==> config.mk <==
export PLATFORM = sky130hd
export DESIGN_NAME = reg_file_scoreboard
export DESIGN_NICKNAME = d
export VERILOG_FILES = /design/src/rtl/reg_file_scoreboard.sv
export SDC_FILE = /design/constraint.sdc
export NUM_CORES = 2
export LEC_CHECK = 0
export CELL_PAD_IN_SITES_DETAIL_PLACEMENT = 1
export CELL_PAD_IN_SITES_GLOBAL_PLACEMENT = 1
export CORE_UTILIZATION = 54
export CTS_CLUSTER_SIZE = 28
export DETAILED_ROUTE_END_ITERATION = 12
export GPL_ROUTABILITY_DRIVEN = 0
export PLACE_DENSITY = 0.86
export RECOVER_POWER = 100
export SKIP_CTS_REPAIR_TIMING = 1
export SLEW_MARGIN = 20
export SYNTH_ARGS = -nofsm -noshare
export SYNTH_HDL_FRONTEND = slang
export SYNTH_SLANG_ARGS = --single-unit
==> constraint.sdc <==
create_clock -name clk -period 4.4 [get_ports clk]
set_input_delay 0.44 -clock clk [delete_from_list [all_inputs] [get_ports clk]]
set_output_delay 0.44 -clock clk [all_outputs]
set_load 0.005 [all_outputs]
==> src/rtl/reg_file_scoreboard.sv <==
// Integer register file with two registered read ports, writeback forwarding, and a
// per-register pending-write scoreboard that flags RAW hazards and saturated counters.
module reg_file_scoreboard #(
  parameter int REG_WIDTH     = 32,
  parameter int RF_ADDR_WIDTH = 5,
  parameter int PEND_WIDTH    = 2
) (
  input  logic                     clk,
  input  logic                     rst,
  input  logic                     rf_wr_en,
  input  logic [RF_ADDR_WIDTH-1:0] rf_wr_addr,
  input  logic [REG_WIDTH-1:0]     rf_wr_val,
  input  logic                     rd1_en,
  input  logic [RF_ADDR_WIDTH-1:0] rd1_addr,
  output logic [REG_WIDTH-1:0]     rd1_val,
  input  logic                     rd2_en,
  input  logic [RF_ADDR_WIDTH-1:0] rd2_addr,
  output logic [REG_WIDTH-1:0]     rd2_val,
  input  logic                     iss_valid,
  input  logic                     iss_rd_en,
  input  logic [RF_ADDR_WIDTH-1:0] iss_rd_addr,
  output logic                     hazard,
  output logic                     pend_full
);

  localparam int NREGS = 2 ** RF_ADDR_WIDTH;
  localparam logic [PEND_WIDTH-1:0] PEND_MAX = '1;
  localparam logic [PEND_WIDTH-1:0] PEND_ONE = PEND_WIDTH'(1);

  typedef logic [RF_ADDR_WIDTH-1:0] addr_t;

  logic [REG_WIDTH-1:0]  regs [NREGS];
  logic [PEND_WIDTH-1:0] pend [NREGS];

  logic [NREGS-1:1]      inc_vec, dec_vec;
  logic [PEND_WIDTH-1:0] pend_rd1, pend_rd2, pend_iss, pend_wr;
  logic [REG_WIDTH-1:0]  rd1_next, rd2_next;
  logic                  inc_overflow, dec_underflow;

  always_comb begin
    // NOTE: every always_comb output gets a default before any conditional update, so no latch is inferred.
    inc_vec = '0;
    dec_vec = '0;
    for (int i = 1; i < NREGS; i++) begin
      inc_vec[i] = iss_valid && iss_rd_en && (iss_rd_addr == addr_t'(i));
      dec_vec[i] = rf_wr_en && (rf_wr_addr == addr_t'(i));
    end
  end

  always_comb begin
    pend_rd1 = pend[rd1_addr];
    pend_rd2 = pend[rd2_addr];
    pend_iss = pend[iss_rd_addr];
    pend_wr  = pend[rf_wr_addr];

    // A read whose last outstanding write lands this cycle is served by the forward path.
    hazard = (rd1_en && rd1_addr != '0 && pend_rd1 != '0 &&
              !(rf_wr_en && rf_wr_addr == rd1_addr && pend_rd1 == PEND_ONE)) ||
             (rd2_en && rd2_addr != '0 && pend_rd2 != '0 &&
              !(rf_wr_en && rf_wr_addr == rd2_addr && pend_rd2 == PEND_ONE));

    pend_full = iss_rd_en && iss_rd_addr != '0 && pend_iss == PEND_MAX &&
                !(rf_wr_en && rf_wr_addr == iss_rd_addr);

    inc_overflow  = iss_valid && pend_full;
    dec_underflow = rf_wr_en && rf_wr_addr != '0 && pend_wr == '0 &&
                    !(iss_valid && iss_rd_en && iss_rd_addr == rf_wr_addr);
  end

  always_comb begin
    rd1_next = regs[rd1_addr];
    if (rf_wr_en && rf_wr_addr == rd1_addr) rd1_next = rf_wr_val;
    if (rd1_addr == '0) rd1_next = '0;

    rd2_next = regs[rd2_addr];
    if (rf_wr_en && rf_wr_addr == rd2_addr) rd2_next = rf_wr_val;
    if (rd2_addr == '0) rd2_next = '0;
  end

  always_ff @(posedge clk) begin
    if (rst) begin
      // NOTE: the architectural state must read as zero after reset, so the whole array is cleared here.
      for (int i = 0; i < NREGS; i++) begin
        regs[i] <= '0;
        pend[i] <= '0;
      end
      rd1_val <= '0;
      rd2_val <= '0;
    end else begin
      // NOTE: all state updates use non-blocking assignments so reads see pre-edge values.
      if (rf_wr_en && rf_wr_addr != '0) regs[rf_wr_addr] <= rf_wr_val;
      if (rd1_en) rd1_val <= rd1_next;
      if (rd2_en) rd2_val <= rd2_next;

      // Out-of-protocol increments at max or decrements at zero leave the counter untouched.
      for (int i = 1; i < NREGS; i++) begin
        if (inc_vec[i] && !dec_vec[i] && pend[i] != PEND_MAX)
          pend[i] <= pend[i] + PEND_ONE;
        else if (dec_vec[i] && !inc_vec[i] && pend[i] != '0)
          pend[i] <= pend[i] - PEND_ONE;
      end
    end
  end

  a_no_pend_overflow:  assert property (@(posedge clk) disable iff (rst) !inc_overflow);
  a_no_pend_underflow: assert property (@(posedge clk) disable iff (rst) !dec_underflow);

endmodule

; ---- After elaboration in Yosys (flattened, before gate mapping)
; Memories as Yosys holds them, arrays and structs flattened.
; Cells that the tools add are included.
[word_totals]
register_bits = 64
ram_bits = 1088
inputBits = 59
out_inout_bits = 66
elab_cells = 826
memories = 2
[op_classes]
add_sub_neg = 62
n_eq_ne = 99
n_mux = 291
n_bitwise = 62
n_reduce_logical = 308
[mem_list]
columns = memory, depth, width, rd, rd_clocked_by_memory_dff, wr, line
row1 = regs, 32, 32, 2, 0, 32, 32  ; logic [REG_WIDTH-1:0] regs [NREGS];
row2 = pend, 32, 2, 34, 0, 32, 33  ; logic [PEND_WIDTH-1:0] pend [NREGS];
[op_table]
columns = operator, count
row1 = $mux 1, 223
row2 = $logic_and 1x1->1, 202
row3 = $eq 5x5->1 const B, 32
row4 = $mux 32, 5
row5 = $mux 2, 62
row6 = $eq 5x4->1 const B, 16
row7 = $reduce_bool 2->1, 33
row8 = $logic_not 1->1, 65
row9 = $add 2x1->2 const B, 31
row10 = $ne 2x2->1 const B, 31
row11 = $or 1x1->1, 62
row12 = $sub 2x1->2 const B, 31
row13 = $eq 5x3->1 const B, 8
row14 = $reduce_or 32->1, 1
row15 = $eq 5x2->1 const B, 4
row16 = $reduce_bool 5->1, 4
row17 = $eq 5x5->1, 3
row18 = $eq 5x1->1 const B, 2
row19 = $logic_not 5->1, 2
row20 = $mux 5, 1
row21 = $eq 2x1->1 const B, 2
row22 = $eq 2x2->1 const B, 1
row23 = $logic_or 1x1->1, 1

; ---- Longest topological paths before layout
[depth]
word_depth = 10
mapped_depth = 9

; ---- Least setup slack after synthesis
; OpenSTA, ideal clock, no wires.
[synth_path]
path_kind = input to register
start = in rf_wr_addr[0]
end = mem regs[16][0] (enable)
setup_ns = 0.466
arrival_time_ns = 3.528
required_time_ns = 3.934
path_slack_ns = 0.407
path_stages = 5
n_path_buf = 3
cell_sequence = buf_2 or2_2 clkbuf_1 clkbuf_1 o21ai_0
[synth_rtl]
columns = element, line
row1 = from (decl), 11  ; input logic [RF_ADDR_WIDTH-1:0] rf_wr_addr,
row2 = to (decl), 32

==> flow_summary.ini <==
[cts]
root_buffer = clkbuf_16
cts.path.max_buffers = 3
clock-sinks = 1150
numCtsBuffers = 130
cts_tree = yes
clock_latency_ns = 0.78
clkTransAtPathRegs_ns = 0.06
cts_htree_levels = 4

[timing]
setup_slack_ns = 0.0581
min_period_over_period_pct = 98.7
drv_slew = 1162
relSlewSlack_pct = -56.1
finalCriticalPeriod_ns = 4.34
rsz0062_at_grt = no
tightest_slew_ns = 2.33
setup_tns_ns = 0
finClkSkew_ns = 0.0365
hold_slack_ns = 0.354
hold_viol = 0
setup_viol = 0
fmax_ghz = 0.230

[drt]
avgRoutedWirePerCell_microns = 41.3
drc = 0
drtAntennaViolNets = 0
viasPerCell = 7.69
vias = 45400
routed_wl_microns = 244000
firstDrtPassIters = 6
dr.first_iter.drc_count = 7516

[setup_path]
path_buf_inv = 3
required_ns = 4.72
cp-end-kind = flop
arrival_ns = 4.66
worstSetupStartpointType = input port
path_max_fanout = 60
cp_top_family = buffers and inverters
cp_cell_sequence = clkbuf_1, buf_4, or2_2, clkbuf_1
path_class = input port to flop
crit_top_cell = clkbuf_1
max_stage_delay_ns = 1.62
slowest_stage = clkbuf_1

[finish]
area_growth_pct = 10.8
final_area_sq_mm = 0.0691
nFillCells = 10400
nets = 4323
multi_input_area_sq_mm = 0.0265
drive_gt1_share_pct = 21.9
seq_area_sq_mm = 0.0339

[yosys]
synthXorXnorAreaFrac_pct = 0.393
yosys_register_bits = 1150
yosys.area.top_type = edfxtp_1
synth_top_area_share_pct = 52.3
syn_inst = 4260
yosysSeqAreaShare_pct = 54.4
synth-simple-area-share_pct = 13.7
synthTopCellsByCount = edfxtp_1, and2_1, mux4_2
synth_compound_area_share_pct = 4.40
netlist_area_sq_mm = 0.0623
synth.most_common_cell = edfxtp_1
avgSynthCellArea_sq_um = 14.6
ys_types = 60
synth_warnings = 0
yosys.area_share.adder_pct = 0.0402
ys_top_cells_by_area = edfxtp_1, mux4_2, and2_1
synth_edf_count = 1086
ys.flop_type = edfxtp_1
async_reset_ff_share_pct = 0
synth_top_family_by_area = multiplexers
muxShareOfSynthArea_pct = 23.8

[pwr]
leakage_nw = 22.8
peakVddDrop_mv = 0.414
power.density_mw_per_mm2 = 405

[place]
place_ws_ns = 0.612
placed_cell_area_sq_mm = 0.0656
dp_hpwl_microns = 136000
numPortBuffers = 124

[flow_run]
cap_viol_max_count = 51

[floorplanning]
core_area_sq_mm = 0.114
ios = 125
initial_utilization_pct = 54.5
num_rows = 124
die_h_microns = 342
die_w_microns = 342
dieArea_sq_mm = 0.117

[global_route]
antenna_found_initial = 18
grt_max_degree = 105
grt_pass1_wl_microns = 344000
grt_overflow = 0
grt_pass1_vias = 46600
grtUsageTotal_pct = 41.9

[status]
failed_checks = capacitance limit, slew limit
outcome = finished with violations

[worst_hold_path]
hold_path_class = input port to flop
==> metal layers <==
layer / part of all wire [%] / track usage, % / wire length, microns
met5: 0.014 / 0 / 33
met4: 7.9 / 28.2 / 19300
met3: 14 / 13.0 / 35100
met2: 46 / 63.9 / 111000
met1: 32 / 51.7 / 77900
==> area by class of cell <==
type | instances | area share [%]
inverter | 17 | 0.0924
timing repair buffer | 279 | 3.29
sequential | 1150 | 49.1
antenna | 19 | 0.0688
tap | 1512 | 2.74
clock inverter | 65 | 1.09
multi-input combinational | 2684 | 38.4
clock buffer | 177 | 5.28
==> layout by cell type, fill, tap and decap left out, drive strengths merged, types with 7 or more instances in the layout <==
cell type      instances
nor2b                 71
nor3                  50
mux2i                110
clkdlybuf4s50         29
a21boi                12
nor2                 101
a211oi                65
o22ai                 32
dlygate4sd3           71
a2111oi                8
a22oi                 32
xor2                  17
o211ai                11
bufinv                14
nand2b                15
a21oi                 98
dfxtp                 64
xnor2                 11
nor3b                  8
buf                   78
o311ai                15
conb                  32
clkinv                43
edfxtp              1086
or2                   29
clkbuf               278
or3                   13
diode                 19
o21ai                149
nand3                 42
nand2                105
inv                   21
nor4                   7
and2                 994
mux4                 607
==> cell families (layout without fill, tap and decap cells) <==
| group | Yosys count | count (layout) |
|---|---|---|
| buffers and inverters | 457 | 538 |
| adder cells (fa/ha/maj) | 2 | 2 |
| AND/OR/NAND/NOR | 1454 | 1454 |
| XOR/XNOR | 28 | 28 |
| AO/OA/AOI/OAI | 446 | 446 |
| multiplexers | 722 | 722 |
| other | 1 | 51 |
| flip-flops | 1150 | 1150 |
==> path summary, 6_finish.rpt <==
path	cells after the start	to	slack (ns)	start
setup / recovery	4	regs[8][14]$_SDFFCE_PN0P_	0.06	rst
hold / removal	4	rd1_val[27]$_SDFFE_PP0P_	0.35	rd1_addr[4]
setup reg to reg	4	rd2_val[2]$_SDFFE_PP0P_	1.93	regs[21][2]$_SDFFCE_PN0P_
hold reg to reg	2	rd1_val[25]$_SDFFE_PP0P_	0.48	rd1_val[25]$_SDFFE_PP0P_
==> worst min-delay path: stages <==
cell     delay [ns]
buf_6          0.20
a21oi_1        0.17
o22ai_1        0.11
o21ai_0        0.14
==> where the power goes <==
part	switching, mW	internal, mW	leakage, nW
clock	4.79	6.67	2.15
sequential	0.501	12.6	10.9
combinational	1.95	1.41	9.75
total	7.25	20.7	22.8
==> metrics by stage <==
stage	total power [mW]	utilization [%]	std cells
6_report	28.0	60.4	5903
5_1_grt	28.3	60.4	5889
4_1_cts	27.9	61.2	5884
3_5_place_dp	16.6	57.4	5642
3_3_place_gp	16.3	57.4	5642
2_1_floorplan	15.1	-	4291
==> state kept, by name (all words and copies together), names as in the netlist <==
register,count
rd2_val,32
regs,1024
rd1_val,32
pend,62
Power figures use the tool's default switching activity.
